<file path="src/rtl/demux_sched_pkg.sv">
// Shared types and helpers for the demux_sched sequencing controller.
package demux_sched_pkg;

   typedef enum logic {
      IDLE = 1'b0,
      HOLD = 1'b1
   } state_t;

   localparam int CNT_W = 16;
   localparam logic [CNT_W-1:0] CNT_MAX = '1;

   // Round-robin successor; wraps at n-1 so non-power-of-2 output counts work.
   function automatic int unsigned rr_next(input int unsigned ptr, input int unsigned n);
      return (ptr == n - 1) ? 0 : ptr + 1;
   endfunction

endpackage

</file>
<file path="src/rtl/demux_sched_rr_ptr.sv">
// Round-robin destination pointer; ptr_next is the post-advance value so a
// beat captured in the same cycle as a completion sees the advanced pointer.
module demux_sched_rr_ptr
   import demux_sched_pkg::*;
#(
   parameter int  N_OUT = 4,
   localparam int SEL_W = $clog2(N_OUT)
) (
   input  logic             clk,
   input  logic             rst_n,
   input  logic             adv,
   output logic [SEL_W-1:0] ptr,
   output logic [SEL_W-1:0] ptr_next
);

   always_comb begin
      ptr_next = ptr;
      if (adv) ptr_next = SEL_W'(rr_next(32'(ptr), N_OUT));
   end

   always_ff @(posedge clk) begin
      if (!rst_n) ptr <= '0;
      else        ptr <= ptr_next;
   end

endmodule

</file>
<file path="src/rtl/demux_sched.sv">
// 1:N_OUT DEMUX sequencing controller: holds one beat and steers it by tag or
// round-robin. Optional per-output transfer counters under DEMUX_SCHED_CNT_EN.
module demux_sched
   import demux_sched_pkg::*;
#(
   parameter int  N_OUT = 4,
   parameter int  DW    = 8,
   localparam int SEL_W = $clog2(N_OUT)
) (
   input  logic               clk,
   input  logic               rst_n,
   input  logic               mode,
   input  logic               in_valid,
   output logic               in_ready,
   input  logic [DW-1:0]      in_data,
   input  logic [SEL_W-1:0]   in_dest,
   output logic [SEL_W-1:0]   sel,
   output logic [DW-1:0]      out_data,
   output logic [N_OUT-1:0]   out_valid,
   input  logic [N_OUT-1:0]   out_ready,
   output logic               dest_err,
   output logic               busy,
   output logic [N_OUT*CNT_W-1:0] xfer_cnt
);

   // Handshakes: a beat moves on in_valid & in_ready, and leaves on
   // out_valid[sel] & out_ready[sel]; ready on unselected outputs is ignored.
   state_t           state_q, state_d;
   logic [DW-1:0]    data_q;
   logic [SEL_W-1:0] sel_q;
   logic             mode_q;
   logic             err_q;
   logic             done, take, eff_mode, dest_ok, bad, load, adv;
   logic [SEL_W-1:0] ptr, ptr_next, next_dest;

   assign done      = (state_q == HOLD) && out_ready[sel_q];
   assign take      = in_valid && in_ready;
   assign eff_mode  = (state_q == HOLD) ? mode_q : mode;
   assign dest_ok   = (int'(in_dest) < N_OUT);
   assign bad       = take && !eff_mode && !dest_ok;
   assign load      = take && !bad;
   assign adv       = done && mode_q;
   assign next_dest = eff_mode ? ptr_next : in_dest;

   demux_sched_rr_ptr #(.N_OUT(N_OUT)) u_rr_ptr (
      .clk      (clk),
      .rst_n    (rst_n),
      .adv      (adv),
      .ptr      (ptr),
      .ptr_next (ptr_next)
   );

   always_comb begin
      state_d   = state_q;
      in_ready  = 1'b0;
      busy      = 1'b0;
      out_valid = '0;
      case (state_q)
         IDLE: begin
            in_ready = rst_n;
            if (load) state_d = HOLD;
         end
         HOLD: begin
            busy             = 1'b1;
            out_valid[sel_q] = 1'b1;
            in_ready         = rst_n && out_ready[sel_q];
            if (load)      state_d = HOLD;
            else if (done) state_d = IDLE;
         end
         default: state_d = IDLE;
      endcase
   end

   always_ff @(posedge clk) begin
      if (!rst_n) begin
         state_q <= IDLE;
         data_q  <= '0;
         sel_q   <= '0;
         mode_q  <= 1'b0;
         err_q   <= 1'b0;
      end else begin
         state_q <= state_d;
         err_q   <= bad;
         // Mode is only re-latched on a capture from IDLE.
         if (state_q == IDLE && in_valid) mode_q <= mode;
         if (load) begin
            data_q <= in_data;
            sel_q  <= next_dest;
         end
      end
   end

   assign sel      = sel_q;
   assign out_data = data_q;
   assign dest_err = err_q;

`ifdef DEMUX_SCHED_CNT_EN
   for (genvar i = 0; i < N_OUT; i++) begin : g_cnt
      logic [CNT_W-1:0] cnt_q;
      always_ff @(posedge clk) begin
         if (!rst_n)
            cnt_q <= '0;
         else if (done && sel_q == SEL_W'(i) && cnt_q != CNT_MAX)
            cnt_q <= cnt_q + CNT_W'(1);
      end
      assign xfer_cnt[CNT_W*i +: CNT_W] = cnt_q;
   end
`else
   assign xfer_cnt = '0;
`endif

endmodule

</file>
<file path="config.mk">
export PLATFORM = sky130hd
export DESIGN_NAME = demux_sched
export DESIGN_NICKNAME = d
export VERILOG_FILES = /design/src/rtl/demux_sched_pkg.sv /design/src/rtl/demux_sched_rr_ptr.sv /design/src/rtl/demux_sched.sv
export SDC_FILE = /design/constraint.sdc
export NUM_CORES = 1
export LEC_CHECK = 0
export CAP_MARGIN = 25
export CORE_ASPECT_RATIO = 0.7
export CORE_UTILIZATION = 34
export DETAILED_ROUTE_END_ITERATION = 8
export HOLD_SLACK_MARGIN = 0.1
export PLACE_DENSITY = 0.86
export SYNTH_ARGS = -nofsm -noshare
export SYNTH_HDL_FRONTEND = slang
export SYNTH_SLANG_ARGS = --single-unit
</file>
<file path="constraint.sdc">
create_clock -name clk -period 2.4 [get_ports clk]
set_input_delay 0.36 -clock clk [delete_from_list [all_inputs] [get_ports clk]]
set_output_delay 0.36 -clock clk [all_outputs]
set_load 0.005 [all_outputs]
</file>
Word level (Yosys, flattened, before mapping). Cells that the tools add are included.

Register bits after elaboration: 14. Bits of input ports: 18. Output and inout bits: 81. Logic and storage cells: 31.

$add $sub $neg: 1. Order comparisons: 2. Eq/ne operators: 1. Mux-type cells: 15. Bitwise logic cells: 1. Reduce and logical (&&, ||, !) cells: 6.

Operators by type and width (count): 1-bit two-way mux (7); 1-bit logical AND (6); 2-bit two-way mux (3); 4-bit two-way mux (1); 1-bit case mux with 2 select lines (2); 2-bit by 3-bit less-than comparator with 1-bit output, second input constant (1); 2-bit by 1-bit adder with 2-bit output, second input constant (1); 1-bit binary-select mux with 2-bit select (1); 1-bit demux with 2-bit select (1); 2-bit equality test, second input constant (1); 2-bit by 1-bit greater-or-equal comparator with 1-bit output, second input constant (1); 1-bit inverter (1).

Depth between registers and ports, before layout. Gate-level depths: netlist of the first run.

Depth in word-level cells: 7. Mapped depth: 5. Gate-level depth less buffers: 4.

Cells and area by module. A second synthesis of the first run with hierarchy kept.

Cells, all modules: 144. Area, all modules: 1167.4 um^2.

By module, submodules not included: demux_sched (instances 1, cells an instance 135, area each 1058.5 um^2, sequential area each 240.2 um^2); demux_sched_rr_ptr (instances 1, cells an instance 9, area each 108.9 um^2, sequential area each 40.0 um^2).

Worst setup path before layout of the first run. OpenSTA, ideal clock, no wires.

Kind: register -> register. From: register sel_q[0] (netlist: sel[0]). To: register sel_q[1] (netlist: sel[1]). Setup time: 0.128 ns. Arrival: 1.469 ns. Required time: 2.272 ns. Path slack: 0.803 ns. Cell stages (with the launch flop): 6. Buffers on the path: 1. Period minus slack after synthesis: 1.597 ns. Cells stage by stage: dfxtp_1 > mux4_2 > o211ai_2 > buf_6 > or2_1 > o211ai_1.

Cells in the longest elaborated chain, start to end: 6. Elaborated cells on any way between the ends: 9. Classes of those cells: mux (5); reduce/logical (4).

Ends and longest elaborated chain: start, declared (RTL line demux_sched.sv:30) `logic [SEL_W-1:0] sel_q;`; start signal, assigned (RTL line demux_sched.sv:88) `sel_q <= next_dest;`; 1-bit binary-select mux with 2-bit select (*) (RTL line demux_sched.sv:36, demux_sched.sv:66); 1-bit two-way mux (not written as such) (*) (RTL line demux_sched.sv:36, demux_sched.sv:66); 1-bit logical AND (RTL line demux_sched.sv:36) `assign done = (state_q == HOLD) && out_ready[sel_q];`; 1-bit logical AND (RTL line demux_sched.sv:42) `assign adv = done && mode_q;`; 2-bit two-way mux (RTL line demux_sched_rr_ptr.sv:18) `if (adv) ptr_next = SEL_W'(rr_next(32'(ptr), N_OUT));`; 2-bit two-way mux (RTL line demux_sched.sv:43) `assign next_dest = eff_mode ? ptr_next : in_dest;`.

Mark *: on every way between the ends. The rest lies on a longest branch, timed or not. The select of a mux whose other input is x is not followed. A chain may end at the register's enable or synchronous reset.

Worst setup path after layout of the first run.
From: register sel_q[0] (netlist: sel[0]). To: output in_ready.

Cells in the longest elaborated chain, start to end: 4.

Ends and longest elaborated chain: 1-bit binary-select mux with 2-bit select (RTL line demux_sched.sv:66) `in_ready = rst_n && out_ready[sel_q];`; 1-bit two-way mux (not written as such) (RTL line demux_sched.sv:66); 1-bit logical AND (RTL line demux_sched.sv:66); 1-bit case mux with 2 select lines (RTL line demux_sched.sv:58) `case (state_q)`; end, declared (RTL line demux_sched.sv:14) `output logic in_ready,`.

No other way between the ends. The select of a mux whose other input is x is not followed.

==> results of run 1 <==
## area by class of cell
type                    count  area (µm²)
multi-input cells         111         538
well taps                  38        47.5
repair buffers             35         345
flip-flops and latches     14         280
clock buffers               4        55.1
inverters                   9        33.8
fillers                   323        1850
## worst max-delay path: cells and delay by family (launching register included)
| kind | cells | cell delay, ns |
|---|---|---|
| mux | 1 | 0.59 |
| buf+inv | 1 | 0.44 |
| simple gates | 2 | 0.23 |
| flops | 1 | 0.47 |
## sequential cells by signal, summed over array words and instances (netlist names)
register	count
mode_q	1
out_data	8
sel	2
state_q	1
u_rr_ptr.ptr	2
## logic make-up after synthesis
kind of cell             synth area share (%)
flip-flops                               24.9
AO/OA/AOI/OAI                            7.89
AND/OR/NAND/NOR                          12.4
buffers and inverters                    48.7
multiplexers                             4.67
other                                   0.333
adder cells (fa/ha/maj)                  1.11
## per-stage QoR
step	std cells	cell area (µm²)	util, %	worst slack [ns]
3_3_place_gp	207	1240	39.5	0.132
5_1_grt	211	1300	41.3	0.00321
3_5_place_dp	207	1240	39.5	0.0971
2_1_floorplan	202	1370	-	0.803
6_report	211	1300	41.3	0.0802
4_1_cts	211	1300	41.3	0.0572
## layout by cell type, fill, tap and decap left out, drive strengths merged, types with 2 or more instances in the layout
| cell type | instances |
|---|---|
| buf | 2 |
| clkbuf | 4 |
| clkdlybuf4s50 | 33 |
| conb | 65 |
| dfxtp | 14 |
| inv | 9 |
| mux2i | 3 |
| nand2 | 3 |
| nand3 | 11 |
| nor2 | 3 |
| nor2b | 4 |
| o211ai | 3 |
| o21ai | 8 |
| or2 | 3 |
## worst paths after layout
check                           depth (start not counted)          end         from  slack, ns
worst max-delay path                                    4     in_ready       sel[0]       0.08
worst max register to register                          5       sel[1]       sel[0]       0.59
worst min register to register                          2  out_data[0]  out_data[0]       0.47
worst min-delay path                                    2  out_data[0]  out_data[0]       0.47
## metal layers
metal,share of wire (%),routed length [µm]
met1,37,637
met2,51,891
met3,11,190
met4,0.87,15
met5,0,0
## where the power goes
group	switching (µW)	leakage [µW]	internal [µW]
Clock	76.3	0.0000288	145
Combinational	59.9	0.000492	70.2
Sequential	12.4	0.000115	248
Total	149	0.000636	463
==> results.py, run 1 <==
metrics = {
    "route": {
        "wl_per_cell_um": 8.22,
        "wl_um": 1730,
        "drtIter0Drc": 28,
        "ant_nets": 0,
        "drc": 12,
        "vias_per_cell": 3.63,
        "vias": 765,
        "drt_first_pass_iters": 6,
    },
    "setup_path": {
        "startpoint_type": "flip-flop",
        "cp.arrival_ns": 1.96,
        "worstSetupPathType": "reg2out",
        "crit_slowest_cell": "mux4_2",
        "path_cells": "mux4_2 > nor2_1 > nor2b_1 > clkdlybuf4s50_1",
        "cp_max_fo": 7,
        "slowest_delay_ns": 0.59,
        "crit_path_end_kind": "output port",
        "required_ns": 2.04,
    },
    "logic_synthesis": {
        "syn_area_per_cell_um2": 8.16,
        "yosysTopAreaCellShare_pct": 44.0,
        "synth_flop_cell": "dfxtp_1",
        "synth_cell_types": 23,
        "synth_area_leader_cell": "buf_4",
        "yosys-top-cells-area": "buf_4 44%, dfxtp_1 25%, nand3_1 4.9%",
        "ys_seq_area_share_pct": 24.9,
        "async_flop_share_pct": 0,
        "yosysMostFrequentCell": "buf_4",
        "ys_warn_count": 0,
        "syn_area_um2": 1130,
        "synth_edf_count": 0,
        "ys_seq_elements": 14,
        "synth_common_cells": "66 x buf_4, 14 x dfxtp_1, 11 x nand3_1, 9 x inv_1, 8 x o21ai_0",
        "syn_inst": 138,
    },
    "die": {
        "core_area_um2": 3150,
        "start_util_pct": 35.8,
        "die_y_um": 50.2,
        "fp-row-count": 17,
        "die_w_um": 70.8,
        "ios": 99,
        "die_area_um2": 3550,
    },
    "clock_network": {
        "clkTransAtPathRegs_ns": 0.05,
        "htree_levels": 1,
        "cts.sinks": 14,
        "ctsResizeCount": 0,
        "clock_latency_ns": 0.24,
        "hold_buffers": 0,
        "clock_path_buffers": 2,
        "cts_setup_buffers": 0,
        "cts_tree": "built",
        "cts_buffers": 3,
        "cts-root-buf": "clkbuf_8",
    },
    "flow_run": {
        "cap_violations": 0,
    },
    "grt": {
        "grt_antenna_before_repair": 0,
        "use_met3_pct": 4.42,
        "met1_usage_pct": 9.10,
        "grt_overflow": 0,
        "grt_pass1_wl_um": 2620,
        "grt_max_degree": 18,
        "grt.busiest_layer": "met2",
        "grtUsageTotal_pct": 9.49,
        "met2_usage_pct": 18.1,
        "grt_pass1_vias": 624,
    },
    "placement": {
        "gp_congestion": 0.750,
        "port_buffers": 33,
        "dpl.hpwl_um": 1430,
    },
    "power_and_ir_drop": {
        "p_per_area_nw_per_um2": 471,
        "totalPowerFinal_uw": 612,
        "vdd.ir_drop.worst_uv": 284,
        "p_leak_uw": 0.000636,
    },
    "finish": {
        "drive_above_1_share_pct": 4.62,
        "diodes": 0,
        "final_nets": 193,
        "syn_to_final_growth_pct": 15.4,
    },
    "timing": {
        "whs_ns": 0.471,
        "max_freq_mhz": 431,
        "min_period_ns": 2.32,
        "hold_viol_final": 0,
        "slew_violations": 0,
        "setup-violations-final": 0,
        "rsz0062_at_grt": "false",
        "setup_tns_ns": 0,
        "finalCritPeriodShare_pct": 96.7,
        "skew_ns": 0.00105,
    },
    "run_status": {
        "failed_checks": "design-rule violations",
        "status": "finished with violations",
    },
    "worst_hold_path": {
        "hold_path_class": "reg2reg",
    },
}
No activity file was read; power rests on OpenSTA's default activity.
==> run 2: changes to the inputs <==
- PLACE_DENSITY: 0.86 -> 0.91
==> results.py, run 2 (same netlist as run 1, synthesis figures left out) <==
metrics = {
    "power_and_ir_drop": {
        "vdd.ir_drop.worst_uv": 268,
        "p_per_area_nw_per_um2": 446,
        "p_leak_uw": 0.000629,
    },
    "grt": {
        "grt_antenna_before_repair": 0,
        "grt_max_degree": 17,
        "met2_usage_pct": 15.2,
        "use_met3_pct": 5.82,
        "met1_usage_pct": 11.9,
        "grt.busiest_layer": "met2",
        "grt_pass1_wl_um": 2700,
        "grtUsageTotal_pct": 9.75,
        "grt_pass1_vias": 566,
        "grt_overflow": 0,
    },
    "setup_path": {
        "path_cells": "clkdlybuf4s50_1 > mux4_2 > nor2_1 > nor2b_1 > clkdlybuf4s50_1",
        "startpoint_type": "input port",
        "crit_path_start": "out_ready[3]",
        "crit_top_cell": "clkdlybuf4s50_1",
        "cp_top_family": "buffers and inverters",
        "r2r_slack_ns": 0.68,
        "cp_max_fo": 3,
        "cp-endpoint": "in_ready",
        "r2r-end": "out_data[0]",
        "r2r_start": "sel[0]",
        "path_buf_inv": 2,
        "required_ns": 2.04,
        "worstSetupPathType": "in2out",
        "cp.arrival_ns": 1.93,
        "crit_path_end_kind": "output port",
        "r2r_cells": 5,
        "path_depth": 5,
        "crit_slowest_cell": "mux4_2",
        "slowest_delay_ns": 0.52,
    },
    "clock_network": {
        "cts-root-buf": "clkbuf_8",
        "clock_path_buffers": 2,
        "cts.sinks": 14,
        "htree_levels": 1,
        "cts_buffers": 3,
        "cts_setup_buffers": 0,
        "clock_latency_ns": 0.24,
        "clkTransAtPathRegs_ns": 0.05,
        "cts_tree": "built",
    },
    "finish": {
        "layout_common_cells": "65 x conb_1, 33 x clkdlybuf4s50_1, 13 x dfxtp_1",
        "syn_to_final_growth_pct": 14.3,
        "largest_reg_flops": 8,
        "final_nets": 193,
        "drive_above_1_share_pct": 4.65,
        "diodes": 0,
        "final_common_cell": "conb_1",
        "n_fill_cell": 342,
        "instances_no_fill": 210,
    },
    "timing": {
        "setup-violations-final": 0,
        "whs_ns": 0.469,
        "skew_ns": 0.000427,
        "finalCritPeriodShare_pct": 95.4,
        "setup_tns_ns": 0,
        "rsz0062_at_grt": "false",
        "hold_viol_final": 0,
        "max_freq_mhz": 437,
        "min_period_ns": 2.29,
        "slew_violations": 0,
    },
    "die": {
        "die_w_um": 70.8,
        "die_y_um": 50.2,
        "die_area_um2": 3550,
        "fp-row-count": 17,
        "ios": 99,
        "start_util_pct": 35.8,
        "core_area_um2": 3150,
    },
    "route": {
        "vias": 741,
        "drtIter0Drc": 16,
        "wl_um": 1680,
        "drt_first_pass_iters": 5,
        "vias_per_cell": 3.53,
        "drc": 0,
        "wl_per_cell_um": 8.00,
        "ant_nets": 0,
    },
    "worst_hold_path": {
        "hold_path_class": "reg2reg",
    },
    "placement": {
        "port_buffers": 33,
        "place_inst": 207,
        "gp_congestion": 0.741,
        "dpl.hpwl_um": 1370,
    },
    "flow_run": {
        "cap_violations": 0,
    },
    "run_status": {
        "status": "finished clean",
    },
}
## run 2: worst min path at each step
stage          cells after the start  slack [ns]     endpoint   startpoint
2_1_floorplan                      2        0.47  out_data[0]  out_data[0]
4_1_cts                            2        0.47  out_data[2]  out_data[2]
3_5_place_dp                       2        0.46  out_data[2]  out_data[2]
5_1_grt                            2        0.50  out_data[2]  out_data[2]
6_report                           2        0.47  out_data[2]  out_data[2]
3_3_place_gp                       2        0.45  out_data[2]  out_data[2]
## run 2: layer usage
metal  vias to the layer above  routed length, µm
met1                       309                706
li1                        381                  -
met5                         -                  0
met4                         0                  6
met2                        49                764
met3                         2                204
## run 2: worst register-to-register path, stage by stage, from the launching register on
cell      delay [ns]
dfxtp_2         0.38
mux4_2          0.57
o211ai_2        0.29
buf_4           0.25
nand3_1         0.09
o21ai_0         0.07
## run 2: area by class of cell
cell class,instances,area [µm²],area share [%]
Clock buffer,3,41.3,3.21
Sequential cell,14,282,21.9
Inverter,9,33.8,2.62
Multi-Input combinational cell,111,538,41.8
Timing Repair Buffer,35,345,26.8
Tap cell,38,47.5,3.69
## run 2: what timing repair did
item / 4_1_cts / 5_1_grt
gates resized for setup: 0 / 1
hold buffers: 0 / 0
setup endpoints to repair: 0 / 1
## run 2: per-stage QoR
step           util (%)  setup slack (ns)  power (µW)  instance area [µm²]
6_report           40.9             0.110         574                 1290
4_1_cts            40.9            0.0991         583                 1290
2_1_floorplan         -             0.803         401                 1370
3_5_place_dp       39.5             0.107         394                 1240
5_1_grt            40.9            0.0200         617                 1290
3_3_place_gp       39.5             0.138         391                 1240
## run 2: power by group
group | switching, µW | internal, µW | leakage [µW]
clock | 73.6 | 111 | 0.0000216
combinational | 60.1 | 70.3 | 0.000492
sequential | 11.4 | 248 | 0.000116
total | 145 | 429 | 0.000629
==> run 3: changes to the inputs <==
- CORE_UTILIZATION: 34 -> 35
- PLACE_DENSITY: 0.91 -> 0.92
- SYNTH_HIERARCHICAL: not set -> 1
==> results.py, run 3 <==
metrics = {
    "grt": {
        "met1_usage_pct": 12.6,
        "grt.busiest_layer": "met2",
        "use_met3_pct": 3.41,
        "grt_antenna_before_repair": 0,
        "grtUsageTotal_pct": 9.78,
        "grt_max_degree": 21,
        "grt_overflow": 0,
        "met2_usage_pct": 14.9,
        "grt_pass1_vias": 617,
        "grt_pass1_wl_um": 2700,
    },
    "die": {
        "core_area_um2": 3170,
        "die_w_um": 71.0,
        "ios": 99,
        "die_y_um": 50.3,
        "die_area_um2": 3570,
        "fp-row-count": 17,
        "start_util_pct": 36.8,
    },
    "clock_network": {
        "clock_path_buffers": 2,
        "cts_buffers": 3,
        "ctsResizeCount": 0,
        "cts_setup_buffers": 0,
        "clkTransAtPathRegs_ns": 0.06,
        "clock_latency_ns": 0.24,
        "htree_levels": 1,
        "hold_buffers": 0,
        "cts_tree": "built",
        "cts-root-buf": "clkbuf_8",
        "cts.sinks": 14,
    },
    "power_and_ir_drop": {
        "vdd.ir_drop.worst_uv": 180,
        "p_per_area_nw_per_um2": 463,
        "p_leak_uw": 0.000644,
    },
    "finish": {
        "multi_input_comb_area_um2": 608,
        "largest_reg_flops": 8,
        "final_nets": 199,
        "final_common_cell": "conb_1",
        "seq_area_um2": 280,
        "drive_above_1_share_pct": 8.38,
        "syn_to_final_growth_pct": 15.8,
        "n_fill_cell": 325,
        "diodes": 0,
        "final_util_pct": 42.6,
        "layout_common_cells": "65 x conb_1, 33 x clkdlybuf4s50_1, 14 x dfxtp_1",
    },
    "route": {
        "wl_um": 1760,
        "vias_per_cell": 3.73,
        "drc": 6,
        "drt_first_pass_iters": 8,
        "wl_per_cell_um": 8.09,
        "drtIter0Drc": 35,
        "vias": 809,
        "ant_nets": 0,
    },
    "placement": {
        "port_buffers": 33,
        "dpl.hpwl_um": 1410,
        "gp_congestion": 0.752,
    },
    "setup_path": {
        "cp-endpoint": "in_ready",
        "cp_max_fo": 8,
        "worstSetupPathType": "reg2out",
        "required_ns": 2.04,
        "startpoint_type": "flip-flop",
        "crit_path_start": "sel[1]",
        "cp.arrival_ns": 1.83,
        "r2r_slack_ns": 0.48,
        "crit_path_end_kind": "output port",
        "r2r_start": "sel[1]",
        "r2r-end": "sel[0]",
        "r2r_cells": 7,
    },
    "logic_synthesis": {
        "synth_area_leader_cell": "buf_4",
        "yosys-top-cells-area": "buf_4 42%, dfxtp_1 24%, nand3_1 3.9%",
        "ys_seq_area_share_pct": 24.0,
        "ys_warn_count": 6,
        "syn_area_per_cell_um2": 8.11,
        "yosysMostFrequentCell": "buf_4",
        "synth_edf_count": 0,
        "synth_cell_types": 27,
        "async_flop_share_pct": 0,
        "syn_inst": 144,
        "syn_area_um2": 1170,
        "ys_seq_elements": 14,
        "synth_common_cells": "65 x buf_4, 14 x dfxtp_1, 10 x nand2_1, 9 x nand3_1, 9 x nor2_1",
        "yosysTopAreaCellShare_pct": 41.8,
        "synth_flop_cell": "dfxtp_1",
    },
    "timing": {
        "hold_viol_final": 0,
        "min_period_ns": 2.19,
        "finalCritPeriodShare_pct": 91.4,
        "slew_violations": 0,
        "max_freq_mhz": 456,
        "setup-violations-final": 0,
        "skew_ns": 0.00425,
        "rsz0062_at_grt": "false",
        "setup_tns_ns": 0,
    },
    "worst_hold_path": {
        "whs_path_depth": 2,
        "hold_path_class": "reg2reg",
    },
    "run_status": {
        "failed_checks": "design-rule violations",
        "status": "finished with violations",
    },
    "flow_run": {
        "cap_violations": 0,
    },
}
run 3: cell count changes after synthesis, moves of 2 or more:
cell      change
a211oi_2      +2
inv_1         -7
mux2_2        +3
nand2_1       +7
nand3_1       -2
nor2_1        +6
nor2b_1       -2
o211ai_1      -2
or2_1         -3
run 3: area by class of cell:
type | count | share of cell area [%]
clock buffers | 4 | 4.07
multi-input cells | 123 | 45.0
well taps | 38 | 3.52
inverters | 2 | 0.556
repair buffers | 36 | 26.1
flip-flops and latches | 14 | 20.7
run 3: metrics by stage:
stage               cells  hold slack, ns  setup slack [ns]  instance area, µm²  power (µW)
finish                217           0.470             0.207                1350         625
global placement      213           0.452             0.241                1300         403
CTS                   217           0.475             0.208                1350         634
detailed placement    213           0.468             0.167                1300         404
floorplan             208           0.466             0.473                1410         411
global route          217           0.504             0.133                1350         669
run 3: how the worst min path moves through the flow:
stage                start           to  slack [ns]
2_1_floorplan  out_data[0]  out_data[0]        0.47
3_3_place_gp   out_data[4]  out_data[4]        0.45
3_5_place_dp   out_data[1]  out_data[1]        0.47
4_1_cts        out_data[1]  out_data[1]        0.47
5_1_grt        out_data[1]  out_data[1]        0.50
6_report       out_data[1]  out_data[1]        0.47
run 3: power by group:
| group | internal (µW) | total (µW) | switching (µW) |
|---|---|---|---|
| registers | 247 | 259 | 11.5 |
| clock network | 145 | 225 | 79.8 |
| logic | 73.5 | 142 | 68.3 |
run 3: kinds of logic (layout without fill, tap and decap cells):
kind of cell             Yosys count  after routing  synth area share (%)
adder cells (fa/ha/maj)            1              1                  1.07
multiplexers                       7              7                  6.75
buffers and inverters             71             42                  44.5
AO/OA/AOI/OAI                     14             14                  8.79
AND/OR/NAND/NOR                   36             36                  14.6
flip-flops                        14             14                  24.0
other                              1             65                 0.321
run 3: layer usage:
| layer | vias to the layer above | part of all wire (%) |
|---|---|---|
| met5 | - | 0 |
| met3 | 2 | 9.0 |
| met1 | 361 | 44 |
| li1 | 408 | - |
| met2 | 38 | 46 |
| met4 | 0 | 1.1 |
run 3: critical path, stage by stage (launching register included):
cell	delay (ns)
dfxtp_1	0.46
mux2_2	0.41
o22ai_1	0.20
nor2_1	0.07
clkdlybuf4s50_1	0.45
==> patch 1: new RTL, config.mk and constraints of run 2 <==
Add a define of `DEMUX_SCHED_CNT_EN`.
--- a/src/rtl/demux_sched.sv
+++ b/src/rtl/demux_sched.sv
@@ -1,4 +1,6 @@
 // 1:N_OUT DEMUX sequencing controller: holds one beat and steers it by tag or
 // round-robin. Optional per-output transfer counters under DEMUX_SCHED_CNT_EN.
+`define DEMUX_SCHED_CNT_EN
+
 module demux_sched
    import demux_sched_pkg::*;
Function: changed (a bounded check fails within 4 cycles, from zero or initial values and one cycle with rst_n low).
==> patch 1 against run 2 <==
Maximum frequency shrank 1.5%. Synthesized area increased to 3.6 times the old value. Wire length grew to 6.3 times the old value. Setup slack lost 0.035 ns. Cell area increased to 4.3 times the old value. Power rose to 5.1 times the old value. Worst hold slack worse by 0.012 ns. Sequential cell count increased by 64. Combinational power increased by 53%.
==> patch 1: results <==
[outcome]
status = complete, no violations

[placement]
pre_cts_ws_ns = -0.0864
dpl.hpwl_mm = 7.70
finalWeightedCongestion = 0.854
portBuffers = 97
placed_cells = 738
dpl_cell_area_sq_um = 5290

[clock_tree]
cts_setup_buffers = 0
clkLatencyLatePin_ns = 0.33
clock-root-buffer = clkbuf_16
cts-buffers-inserted = 9
holdBufCountCts = 0
cts.clk_slew.worst_paths_ns = 0.06
h-tree-depth = 3

[drt]
first_iter_violations = 298
met2_length_mm = 4.78
met3RoutedLength_microns = 749
viasPerCell = 5.49
routed_wl_mm = 10.6
wl_met1_mm = 5.05

[final_layout]
nNetsFinal = 619
largest_reg_flops = 64
layout-drive-gt1-share_pct = 8.65
fin_cells = 754
top_register = g_cnt.cnt_q
n_antenna_cell = 0

[yosys]
syn_nets = 511
yosys_warnings = 0
synth_common_cells = 78 x dfxtp_1, 53 x nand2_1, 39 x a21oi_1
synthCells = 488
synth_top_cells_by_area = dfxtp_1 39%, mux2i_1 5.7%, o31ai_1 5.2%
seq_area_frac_synth_pct = 38.8
yosysUniqueCellTypes = 49

[hold_path]
hp-start = rst_n
hold_path.class = input pin to register

[setup_path]
timing.rr.start = g_cnt[1].cnt_q[0]$_SDFFE_PN0P_
cp.arrival_ns = 1.96
max_stage_delay_ns = 0.51
critPathMaxFanout = 3

[global_routing]
track_usage_pct = 17.6
met1_usage_pct = 23.4
met2_usage_pct = 28.2
use_met3_pct = 5.37
antenna_found_initial = 0
grt_pass1_wl_mm = 17.7
grt_pass1_vias = 3538
grt_max_degree = 46

[power]
cellLeakagePower_uw = 0.00181
vdd_ir_drop_max_uv = 359

[sta]
worst_pin_slew_ns = 0.598
fin_skew_ns = 0.00460
-- patch 1: cell types whose count changed in the layout (fill, tap and decap cells not counted), sizes merged, moves of 16 or more --
cell           delta
dfxtp            +64
conb             -64
o31ai            +28
nand3            +24
a21oi            +39
mux2i            +20
or4              +26
buf              +25
nand2            +50
clkdlybuf4s50    +63
nand4            +16
-- patch 1: kinds of logic (layout without fill, tap and decap cells) --
kind of cell | Yosys count | after routing | share of synthesized area, %
multiplexers | 24 | 24 | 6.28
other | 1 | 1 | 0.0932
AO/OA/AOI/OAI | 116 | 116 | 18.5
adder cells (fa/ha/maj) | 5 | 5 | 1.56
flip-flops | 78 | 78 | 38.8
AND/OR/NAND/NOR | 217 | 217 | 30.2
buffers and inverters | 47 | 160 | 4.51
-- patch 1: report_power, final --
group | internal [uW] | leakage, uW | total, uW | switching, uW
Sequential | 1310 | 0.000631 | 1330 | 14.8
Combinational | 104 | 0.00103 | 199 | 95.0
Clock | 816 | 0.000143 | 1390 | 569
Total | 2230 | 0.00181 | 2910 | 679
-- patch 1: what timing repair did --
action	CTS	global route
hold endpoints to repair	0	0
endpoints found under the setup margin	0	1
gates resized for setup	0	2
-- patch 1: final cells by class --
type / instances / area, sq um
Clock buffer: 9 / 225
Inverter: 21 / 78.8
Fill cell: 1071 / 5660
Clock inverter: 7 / 80.1
Timing Repair Buffer: 123 / 1160
Sequential cell: 78 / 1560
Tap cell: 153 / 191
Multi-Input combinational cell: 363 / 2290
-- patch 1: final timing paths --
check / to / slack [ns] / cells after the start
max: in_ready / 0.08 / 5
min reg2reg: out_data[7]$_SDFFE_PN0P_ / 0.47 / 2
min: g_cnt[3].cnt_q[12]$_SDFFE_PN0P_ / 0.46 / 2
max reg2reg: g_cnt[1].cnt_q[12]$_SDFFE_PN0P_ / 0.40 / 5
==> patch 2: new RTL, config.mk and constraints of run 2 <==
Without the edit above. Register the input `mode` before use, cleared by the reset. The logic sees it one clock later. The other inputs are not delayed to match.
--- a/src/rtl/demux_sched.sv
+++ b/src/rtl/demux_sched.sv
@@ -24,4 +24,14 @@
 );
 
+   logic mode_r;
+
+   always_ff @(posedge clk) begin
+      if (!rst_n) begin
+         mode_r <= '0;
+      end else begin
+         mode_r <= mode;
+      end
+   end
+
    // Handshakes: a beat moves on in_valid & in_ready, and leaves on
    // out_valid[sel] & out_ready[sel]; ready on unselected outputs is ignored.
@@ -36,5 +46,5 @@
    assign done      = (state_q == HOLD) && out_ready[sel_q];
    assign take      = in_valid && in_ready;
-   assign eff_mode  = (state_q == HOLD) ? mode_q : mode;
+   assign eff_mode  = (state_q == HOLD) ? mode_q : mode_r;
    assign dest_ok   = (int'(in_dest) < N_OUT);
    assign bad       = take && !eff_mode && !dest_ok;
@@ -83,5 +93,5 @@
          err_q   <= bad;
          // Mode is only re-latched on a capture from IDLE.
-         if (state_q == IDLE && in_valid) mode_q <= mode;
+         if (state_q == IDLE && in_valid) mode_q <= mode_r;
          if (load) begin
             data_q <= in_data;
Behaviour: not the same (Yosys sat finds a counterexample within 4 cycles, from zero or initial values and one cycle with rst_n low).
==> patch 2 against run 2 <==
Register-to-register slack better by 0.02 ns. Synthesized area is 3.3% higher. Sequential cell count is 1 higher. Wire length is 2.3% higher. Setup slack worse by 0.018 ns. Cell area is 3.9% higher. First-iteration DRC count is 31% lower. Power is 5.9% higher. Critical endpoint unchanged. Largest cell class unchanged.
==> patch 2: results <==
[global_routing]
use_met3_pct = 5.92
grt_max_degree = 17
met2_usage_pct = 16.5
met1_usage_pct = 9.64
track_usage_pct = 9.18
grt_pass1_wl_mm = 2.57
antenna_found_initial = 0
grt_pass1_vias = 606

[yosys]
ys_async_sr_fraction_pct = 0
synth_top_cells_by_area = buf_4 43%, dfxtp_1 26%, nand3_1 4.7%
synth_common_cells = 66 x buf_4, 15 x dfxtp_1, 11 x nand3_1
yosysUniqueCellTypes = 25
synthCells = 141
seq_area_frac_synth_pct = 25.8
yosys_warnings = 0

[drt]
top_layer = met3
met3RoutedLength_microns = 185
first_pass_iters = 2
first_iter_violations = 11
wl_met1_microns = 668
vias = 777
routed_wl_mm = 1.72
met2_length_microns = 865

[clock_tree]
clkLatencyLatePin_ns = 0.24
h-tree-depth = 1
clock_path_buffers = 2
cts-buffers-inserted = 3
clock-root-buffer = clkbuf_8
cts_setup_buffers = 0

[placement]
portBuffers = 33
dpl.hpwl_mm = 1.44
finalWeightedCongestion = 0.680
pre_cts_ws_ns = 0.0764
dpl_cell_area_sq_um = 1290

[final_layout]
layout-drive-gt1-share_pct = 6.29
fillers = 340
n_antenna_cell = 0
fin_cells = 222
nNetsFinal = 195
largest_reg_flops = 8

[setup_path]
reg2regPathDepth = 5
cp.arrival_ns = 1.95
cp_top_family = buffers and inverters
rrSetupSlack_ns = 0.70
r2r_end = out_data[2]$_SDFFE_PN0P_
critPathMaxFanout = 3
cp_slowest_cell = mux4_2

[sta]
whs_ns = 0.469
fin_skew_ns = 0.00126

[power]
cellLeakagePower_uw = 0.000648
vdd_ir_drop_max_uv = 271

[hold_path]
hp-start = out_data[7]$_SDFFE_PN0P_
hold_path.class = register to register
holdPathEnd = out_data[7]$_SDFFE_PN0P_

[outcome]
status = complete, no violations
==> patch 2: repair_timing <==
item	4_1_cts	5_1_grt
resized for setup	0	1
setup endpoints to repair	0	1
hold buffers	0	0
==> patch 2: worst max path at each step <==
stage	startpoint	end	slack [ns]
4_1_cts	sel[0]$_SDFFE_PN0P_	in_ready	0.06
6_report	out_ready[3]	in_ready	0.09
3_5_place_dp	out_ready[2]	in_ready	0.08
2_1_floorplan	sel[0]$_SDFFE_PN0P_	sel[0]$_SDFFE_PN0P_	0.79
5_1_grt	out_ready[2]	in_ready	0.02
3_3_place_gp	out_ready[3]	in_ready	0.11
==> patch 2: final cells by class <==
type / count / area (sq um) / share of cell area, %
Sequential cell: 15 / 302 / 22.5
Inverter: 9 / 33.8 / 2.53
Tap cell: 47 / 58.8 / 4.40
Clock buffer: 4 / 45.0 / 3.37
Multi-Input combinational cell: 112 / 553 / 41.3
Timing Repair Buffer: 35 / 345 / 25.8
==> patch 2: where the power goes <==
group          total, uW  internal, uW  switching, uW  leakage (uW)
combinational        134          72.4           61.6      0.000502
sequential           277           266           11.8      0.000124
clock                197           117           79.4     0.0000228
total                608           455            153      0.000648
==> patch 2: kinds of logic (layout without fill, tap and decap cells) <==
logic type	count (synthesis)	in the layout	share of synthesized area, %
buffers and inverters	78	48	47.3
AND/OR/NAND/NOR	28	28	12.9
flip-flops	15	15	25.8
AO/OA/AOI/OAI	14	14	8.07
multiplexers	4	4	4.52
adder cells (fa/ha/maj)	1	1	1.08
other	1	65	0.322
==> patch 2: tightest hold or removal path, delay by kind of cell, from the launching register on <==
kind / cells / cell delay (ns)
compound gates: 1 / 0.06
simple gates: 1 / 0.06
flops: 1 / 0.32
